==> config.mk <==
export PLATFORM = sky130hd
export DESIGN_NAME = seq_n_bit_comp_flat
export DESIGN_NICKNAME = d
export VERILOG_FILES = /design/src/rtl/seq_n_bit_comp_if.sv /design/src/rtl/seq_n_bit_comp.sv /design/src/flat_wrapper.sv
export SDC_FILE = /design/constraint.sdc
export NUM_CORES = 1
export LEC_CHECK = 0
export ABC_AREA = 1
export BUFFER_PORTS_ARGS = -buffer_cell sky130_fd_sc_hd__buf_2
export CORE_MARGIN = 2
export CORE_UTILIZATION = 57
export CTS_BUF_LIST = sky130_fd_sc_hd__clkbuf_16
export DETAILED_ROUTE_END_ITERATION = 6
export GPL_TIMING_DRIVEN = 0
export HOLD_SLACK_MARGIN = 0.05
export PLACE_DENSITY = 0.82
export SLEW_MARGIN = 20
export SYNTH_ARGS = -nofsm -noshare
export SYNTH_HDL_FRONTEND = slang
export SYNTH_SLANG_ARGS = --single-unit
==> constraint.sdc <==
create_clock -name clk -period 3.5 [get_ports clk]
set_input_delay 0.175 -clock clk [delete_from_list [all_inputs] [get_ports clk]]
set_output_delay 0.175 -clock clk [all_outputs]
set_load 0.01 [all_outputs]
==> src/rtl/seq_n_bit_comp_if.sv <==
// Handshake and operand bundle for the digit-serial magnitude comparator.
// The master drives the request and operands; the slave returns status and result.
interface seq_n_bit_comp_if #(
    parameter int N = 8
);
    logic         start;
    logic         sgn;
    logic [N-1:0] a;
    logic [N-1:0] b;
    logic         busy;
    logic         done;
    logic         lt;
    logic         gt;
    logic         eq;

    modport master (
        output start, sgn, a, b,
        input  busy, done, lt, gt, eq
    );

    modport slave (
        input  start, sgn, a, b,
        output busy, done, lt, gt, eq
    );
endinterface

==> src/rtl/seq_n_bit_comp.sv <==
// Digit-serial magnitude comparator: walks the operands MSB-first, D bits per
// cycle, and stops at the first differing digit. Signed compares are turned
// into unsigned ones by flipping the sign bit of both operands when latched.
module seq_n_bit_comp #(
    parameter int N = 8,
    parameter int D = 1
) (
    input  logic            clk,
    input  logic            rst,
    seq_n_bit_comp_if.slave cmp
);
    localparam int NDIG  = N / D;
    localparam int IDX_W = (NDIG > 1) ? $clog2(NDIG) : 1;

    generate
        if (N < 2) begin : g_chk_n
            $error("seq_n_bit_comp: N must be at least 2");
        end
        if ((D < 1) || ((N % D) != 0)) begin : g_chk_d
            $error("seq_n_bit_comp: D must divide N");
        end
    endgenerate

    typedef enum logic {
        IDLE,
        CMP
    } state_t;

    state_t             state_q, state_d;
    logic [N-1:0]       a_q, a_d;
    logic [N-1:0]       b_q, b_d;
    logic [IDX_W-1:0]   idx_q, idx_d;
    logic               done_q, done_d;
    logic               lt_q, lt_d;
    logic               gt_q, gt_d;
    logic               eq_q, eq_d;
    logic [D-1:0]       dig_a, dig_b;

    // Two's complement order equals unsigned order once the sign bit is inverted.
    function automatic logic [N-1:0] to_offset_binary(input logic [N-1:0] v,
                                                      input logic         s);
        return s ? {~v[N-1], v[N-2:0]} : v;
    endfunction

    assign dig_a = D'(a_q >> (idx_q * D));
    assign dig_b = D'(b_q >> (idx_q * D));

    assign cmp.busy = (state_q == CMP);
    assign cmp.done = done_q;
    assign cmp.lt   = lt_q;
    assign cmp.gt   = gt_q;
    assign cmp.eq   = eq_q;

    // Next-state logic: latch on start, then scan one digit per cycle until resolved.
    always_comb begin
        state_d = state_q;
        a_d     = a_q;
        b_d     = b_q;
        idx_d   = idx_q;
        done_d  = 1'b0;
        lt_d    = lt_q;
        gt_d    = gt_q;
        eq_d    = eq_q;
        case (state_q)
            IDLE: begin
                if (cmp.start) begin
                    a_d     = to_offset_binary(cmp.a, cmp.sgn);
                    b_d     = to_offset_binary(cmp.b, cmp.sgn);
                    idx_d   = IDX_W'(NDIG - 1);
                    state_d = CMP;
                end
            end
            CMP: begin
                if (dig_a != dig_b) begin
                    gt_d    = (dig_a > dig_b);
                    lt_d    = (dig_a < dig_b);
                    eq_d    = 1'b0;
                    done_d  = 1'b1;
                    state_d = IDLE;
                end else if (idx_q == '0) begin
                    gt_d    = 1'b0;
                    lt_d    = 1'b0;
                    eq_d    = 1'b1;
                    done_d  = 1'b1;
                    state_d = IDLE;
                end else begin
                    idx_d = idx_q - IDX_W'(1);
                end
            end
            default: state_d = IDLE;
        endcase
    end

    // State and datapath registers; reset aborts any compare in flight.
    always_ff @(posedge clk) begin
        if (rst) begin
            state_q <= IDLE;
            a_q     <= '0;
            b_q     <= '0;
            idx_q   <= '0;
            done_q  <= 1'b0;
            lt_q    <= 1'b0;
            gt_q    <= 1'b0;
            eq_q    <= 1'b0;
        end else begin
            state_q <= state_d;
            a_q     <= a_d;
            b_q     <= b_d;
            idx_q   <= idx_d;
            done_q  <= done_d;
            lt_q    <= lt_d;
            gt_q    <= gt_d;
            eq_q    <= eq_d;
        end
    end
endmodule

==> src/flat_wrapper.sv <==
// flat-port wrapper written by rule: the top's interface ports become plain ports
module seq_n_bit_comp_flat 
#(
    parameter int N = 8,
    parameter int D = 1
)
  (clk, rst, cmp_start, cmp_sgn, cmp_a, cmp_b, cmp_busy, cmp_done, cmp_lt, cmp_gt, cmp_eq);
  seq_n_bit_comp_if #(.N(N)) cmp_i ();
  input  logic clk;
  input  logic rst;
  input wire logic [$bits(cmp_i.start)-1:0] cmp_start;
  input wire logic [$bits(cmp_i.sgn)-1:0] cmp_sgn;
  input wire logic [$bits(cmp_i.a)-1:0] cmp_a;
  input wire logic [$bits(cmp_i.b)-1:0] cmp_b;
  output wire logic [$bits(cmp_i.busy)-1:0] cmp_busy;
  output wire logic [$bits(cmp_i.done)-1:0] cmp_done;
  output wire logic [$bits(cmp_i.lt)-1:0] cmp_lt;
  output wire logic [$bits(cmp_i.gt)-1:0] cmp_gt;
  output wire logic [$bits(cmp_i.eq)-1:0] cmp_eq;
  assign cmp_i.start = cmp_start;
  assign cmp_i.sgn = cmp_sgn;
  assign cmp_i.a = cmp_a;
  assign cmp_i.b = cmp_b;
  assign cmp_busy = cmp_i.busy;
  assign cmp_done = cmp_i.done;
  assign cmp_lt = cmp_i.lt;
  assign cmp_gt = cmp_i.gt;
  assign cmp_eq = cmp_i.eq;
  seq_n_bit_comp #(.N(N), .D(D)) u_core (.clk(clk), .rst(rst), .cmp(cmp_i));
endmodule
# == After elaboration in Yosys (flattened, before gate mapping) ==
# Cells that the tools add are included.
# Widths: inputs -> output; s select.
# op_classes
n_lt_le_gt_ge,2
bitwise_logic,3
n_addsub,1
eq_ne,4
n_reduce_logical,6
multipliers,0
n_div,0
shifts,2
muxes,17
# op_table
operator,count
$mux 8,2
$shr 8x3->1,2
$mux 1,10
$mux 3,3
$ne 2x2->1 const B,3
$pmux 3 s2,1
$reduce_and 2->1,2
$logic_not 3->1,1
$not 1->1,3
$reduce_and 3->1,1
$sub 3x1->3 const B,1
$pmux 1 s2,1
$reduce_bool 2->1,1
$reduce_or 2->1,1
$gt 1x1->1,1
$lt 1x1->1,1
$ne 1x1->1,1
# totals
latchBits,0
romBits,0
regBits,24
n_memories,0
out_inout_bits,5
wordCells,43
ram_bits,0

# == Depth between registers and ports, before layout ==
# logic_depth
ltp_word,4
mapped_depth,13
ltp_nobuf,13

# == Worst setup path after synthesis ==
# Ideal clock, no wire load.
# synth_timing
path_kind,flip-flop to flip-flop
start,reg u_core.idx_q[0]
end,reg u_core.gt_q (netlist: u_core.cmp.gt)
slack_ns,1.854
arrival_time_ns,1.534
required_time_ns,3.387
path_buffers,1
path_stages_with_launch,14
setup_time_ns,0.113
period_less_slack_ns,1.646
path_cell_list,dfxtp_1 > buf_2 > nand2_1 > nand3_1 > nand2_1 > nand2_1 > nand2_1 > ha_1 > inv_1 > nand2_1 > nand2_1 > inv_2 > nor2_1 > nor2_1
# synth_via
elab_chain_len,4
elab_cells_between_ends,8
classes_between,order compare (1); eq/ne (1); shift (2); mux (1); reduce/logical (3)
# synth_lines
element,line,text
from (decl),seq_n_bit_comp.sv:32,"logic [IDX_W-1:0] idx_q, idx_d;"
from (signal assigned),seq_n_bit_comp.sv:109,idx_q <= idx_d;
"$shr 8x3->1, on equally long branches","seq_n_bit_comp.sv:45, seq_n_bit_comp.sv:46",
$ne 1x1->1,seq_n_bit_comp.sv:74,if (dig_a != dig_b) begin
$reduce_bool 2->1 (no source line),-,
$reduce_and 2->1 (no source line),-,
to (signal assigned),seq_n_bit_comp.sv:112,gt_q <= gt_d;
to (decl),seq_n_bit_comp.sv:35,"logic gt_q, gt_d;"
# Several ways; a longest one is shown, not always the timed one.
# A chain may end at the register's enable or synchronous reset.

# == Worst setup path in the final report ==
# layout_timing
start,reg u_core.idx_q[0]
end,reg u_core.eq_q (netlist: u_core.cmp.eq)
# layout_via
elab_chain_len,4
elab_cells_between_ends,7
classes_between,eq/ne (1); shift (2); mux (1); reduce/logical (3)
# layout_lines
element,line,text
"$shr 8x3->1, on equally long branches","seq_n_bit_comp.sv:45, seq_n_bit_comp.sv:46",
$ne 1x1->1,seq_n_bit_comp.sv:74,
$reduce_bool 2->1 (no source line),-,
$reduce_and 2->1 (no source line),-,
to (signal assigned),seq_n_bit_comp.sv:113,eq_q <= eq_d;
to (decl),seq_n_bit_comp.sv:36,"logic eq_q, eq_d;"
# Several ways; a longest one is shown, not always the timed one.

==> flow_metrics.py <==
metrics = {
    "timing": {
        "report.final.slew_viol_count": 0,
        "setup_viol": 0,
        "rsz0062_at_grt": "no",
        "whs_ns": 0.1324,
        "setup_tns_ns": 0,
        "slew-limit-headroom_pct": 70.74,
        "period_share_pct": 55.24,
        "worst_pin_slew_ns": 0.4390,
        "worst_slack_ns": 1.567,
        "fin_worst_skew_ns": 0.003246,
        "max_freq_mhz": 517.3,
        "report.final.hold_viol_count": 0,
        "period_needed_ns": 1.933,
    },
    "clocking": {
        "numCtsBuffers": 3,
        "cts_sinks": 24,
        "cts_tree": "yes",
        "clk_pin_slew_ns": 0.06,
        "clk_latency_ns": 0.25,
        "hold_buffers": 0,
        "cts_setup_buffers": 0,
        "cts_resized": 0,
        "clk_path_buf_depth": 2,
        "cts-root-buf": "clkbuf_16",
        "h-tree-depth": 1,
    },
    "min_path": {
        "hold_class": "input pin to flop",
    },
    "global_routing": {
        "grt_max_degree": 14,
        "grt_antenna_before_repair": 0,
        "grt.overflow.total": 0,
        "grt_pass1_vias": 1192,
        "grt_pass1_wl_um": 4719,
        "grt_use_total_pct": 23.96,
    },
    "route": {
        "drt-initial-drc-count": 35,
        "drt-pass1-iter-count": 4,
        "ant_nets": 0,
        "drt-total-wl_um": 2707,
        "avgViaCountPerCell": 5.161,
        "post_drt_wl_per_cell_um": 12.08,
        "drcViolationCount": 0,
        "vias": 1156,
    },
    "critical_path": {
        "end_kind": "flop",
        "crit_chain": "buf_2 -> nand2_1 -> nand3_1 -> nand2_1 -> nand2_1 -> nand2_1 -> ha_1 -> inv_1 -> nand2_1 -> nand2_1 -> o21ai_0 -> inv_1",
        "rrSetupSlack_ns": 1.57,
        "cp-start-kind": "flop",
        "worstPathArrival_ns": 2.08,
        "critPathKind": "flop to flop",
        "crit_path_frequent_cell": "nand2_1",
        "cp.required_ns": 3.65,
        "cp_slowest_stage_delay_ns": 0.37,
        "worstPathMaxFanout": 10,
        "critPathSlowestCell": "dfxtp_1",
    },
    "synthesis": {
        "synth_top_cell_area_share_pct": 39.22,
        "synth.distinct_cells": 22,
        "synth_area_leaders": "dfxtp_1, nand2_1, inv_1",
        "synth_edf_count": 0,
        "synthCells": 169,
        "synth_ff_type": "dfxtp_1",
        "synthArstFlopShare_pct": 0,
        "synth_most_common_cell": "nand2_1",
        "yosys_warnings": 0,
        "synth_area_per_cell_um2": 7.248,
        "synth.net_count": 193,
        "synth-seq-cells": 24,
        "synth.yosys.seq_area_share_pct": 39.22,
        "synthTopCellsByCount": "nand2_1, dfxtp_1, inv_1",
        "syn_area_um2": 1225,
        "yosysTopAreaCell": "dfxtp_1",
    },
    "floorplan": {
        "die_w_um": 50.36,
        "ioPinCount": 25,
        "rows": 16,
        "initial_core_util_pct": 61.19,
        "die_h_um": 50.36,
        "die_area_um2": 2536,
        "core_um2": 2002,
    },
    "final_layout": {
        "layout.nets": 222,
        "multi_input_area_um2": 599.3,
        "syn_to_final_growth_pct": 19.00,
        "nFillCells": 178,
        "num_antenna_cells": 0,
        "final_layout_size_suffix_gt1_share_pct": 24.37,
        "register_area_um2": 480.5,
        "fin_util_pct": 72.81,
    },
    "placement": {
        "place_hpwl_um": 1848,
        "dp_slack_ns": 1.638,
        "io_buffers": 24,
        "gp_congestion": 0.8227,
    },
    "flow_run": {
        "max_cap_violations": 0,
    },
    "pwr": {
        "power_density_nw_per_um2": 567.1,
        "p_leak_nw": 0.7354,
        "vdd_drop_max_uv": 348.8,
        "totalPowerFinal_w": 0.0008266,
    },
    "status": {
        "status": "finished clean",
    },
}
==> state kept, by name, indices dropped and copies added (netlist names) <==
signal	cells
u_core.cmp.busy	1
u_core.cmp.gt	1
u_core.cmp.eq	1
u_core.cmp.done	1
u_core.b_q	8
u_core.a_q	8
u_core.idx_q	3
u_core.cmp.lt	1
==> critical path: cells and delay by family (launching register included) <==
kind	cells	cell delay (ns)
fa+ha+maj	1	0.35
flops	1	0.37
buf+inv	3	0.36
simple gates	7	0.56
compound gates	1	0.17
==> cell type report <==
| class | count | area share, % |
|---|---|---|
| multi-input combinational | 115 | 41.12 |
| inverter | 24 | 6.524 |
| buffer | 6 | 3.433 |
| tap | 27 | 2.318 |
| clock inverter | 1 | 0.2575 |
| sequential | 24 | 32.96 |
| timing repair buffer | 24 | 8.240 |
| clock buffer | 3 | 5.150 |
==> stage by stage <==
step | instances | instance area (um2)
CTS | 224 | 1458
floorplan | 169 | 1225
global placement | 220 | 1379
global route | 224 | 1458
detailed placement | 220 | 1379
finish | 224 | 1458
==> power breakdown <==
| part | leakage, nW | internal [W] | total (W) | switching [W] |
|---|---|---|---|---|
| clock | 0.0385 | 0.000152 | 0.000244 | 0.0000919 |
| sequential | 0.199 | 0.000309 | 0.000328 | 0.0000193 |
| combinational | 0.498 | 0.0000960 | 0.000254 | 0.000158 |
==> kinds of logic (layout without fill, tap and decap cells) <==
family | after synthesis | after routing | synth area share, %
DFF | 24 | 24 | 39.22
buffers and inverters | 30 | 58 | 11.85
and+or+nand+nor | 75 | 75 | 26.46
AOI/OAI and AO/OA | 34 | 34 | 16.96
adders and majority gates | 4 | 4 | 4.086
xor gates and xnor gates | 2 | 2 | 1.430
==> final timing paths <==
check | endpoint | depth (start not counted) | start
worst max-delay path | u_core.cmp.eq$_SDFFE_PP0P_ | 12 | u_core.idx_q[0]$_SDFFE_PP0P_
worst min-delay path | u_core.cmp.busy$_SDFF_PP0_ | 2 | rst
worst max register to register | u_core.cmp.eq$_SDFFE_PP0P_ | 12 | u_core.idx_q[0]$_SDFFE_PP0P_
worst min register to register | u_core.a_q[2]$_SDFFE_PP0P_ | 2 | u_core.a_q[2]$_SDFFE_PP0P_
==> per-layer routing <==
| layer | vias to the layer above | track usage, % | part of all wire [%] |
|---|---|---|---|
| met5 | - | 0 | 0 |
| met4 | 0 | 7.658 | 0.85 |
| met3 | 4 | 4.167 | 5.9 |
| met2 | 44 | 45.18 | 51 |
| met1 | 517 | 26.97 | 42 |
| li1 | 591 | - | - |
==> layout by cell type, fill, tap and decap left out <==
master | synthesis | layout
ha_1 | 4 | 4
o21ai_2 | 5 | 5
dfxtp_1 | 24 | 24
nand3_2 | 1 | 1
buf_2 | 3 | 27
inv_6 | 1 | 1
o21ai_0 | 13 | 13
clkbuf_1 | 1 | 1
nand4_1 | 2 | 2
buf_12 | 1 | 1
nor2_4 | 1 | 1
nand2_2 | 1 | 1
nand3b_1 | 2 | 2
clkinv_1 | 0 | 1
xnor2_1 | 2 | 2
inv_2 | 2 | 2
buf_6 | 1 | 1
clkbuf_16 | 0 | 3
nand3_1 | 11 | 11
a21oi_2 | 5 | 5
inv_1 | 21 | 21
nor2_1 | 19 | 19
nand2_1 | 38 | 38
a21oi_1 | 11 | 11
Power figures use the tool's default switching activity.
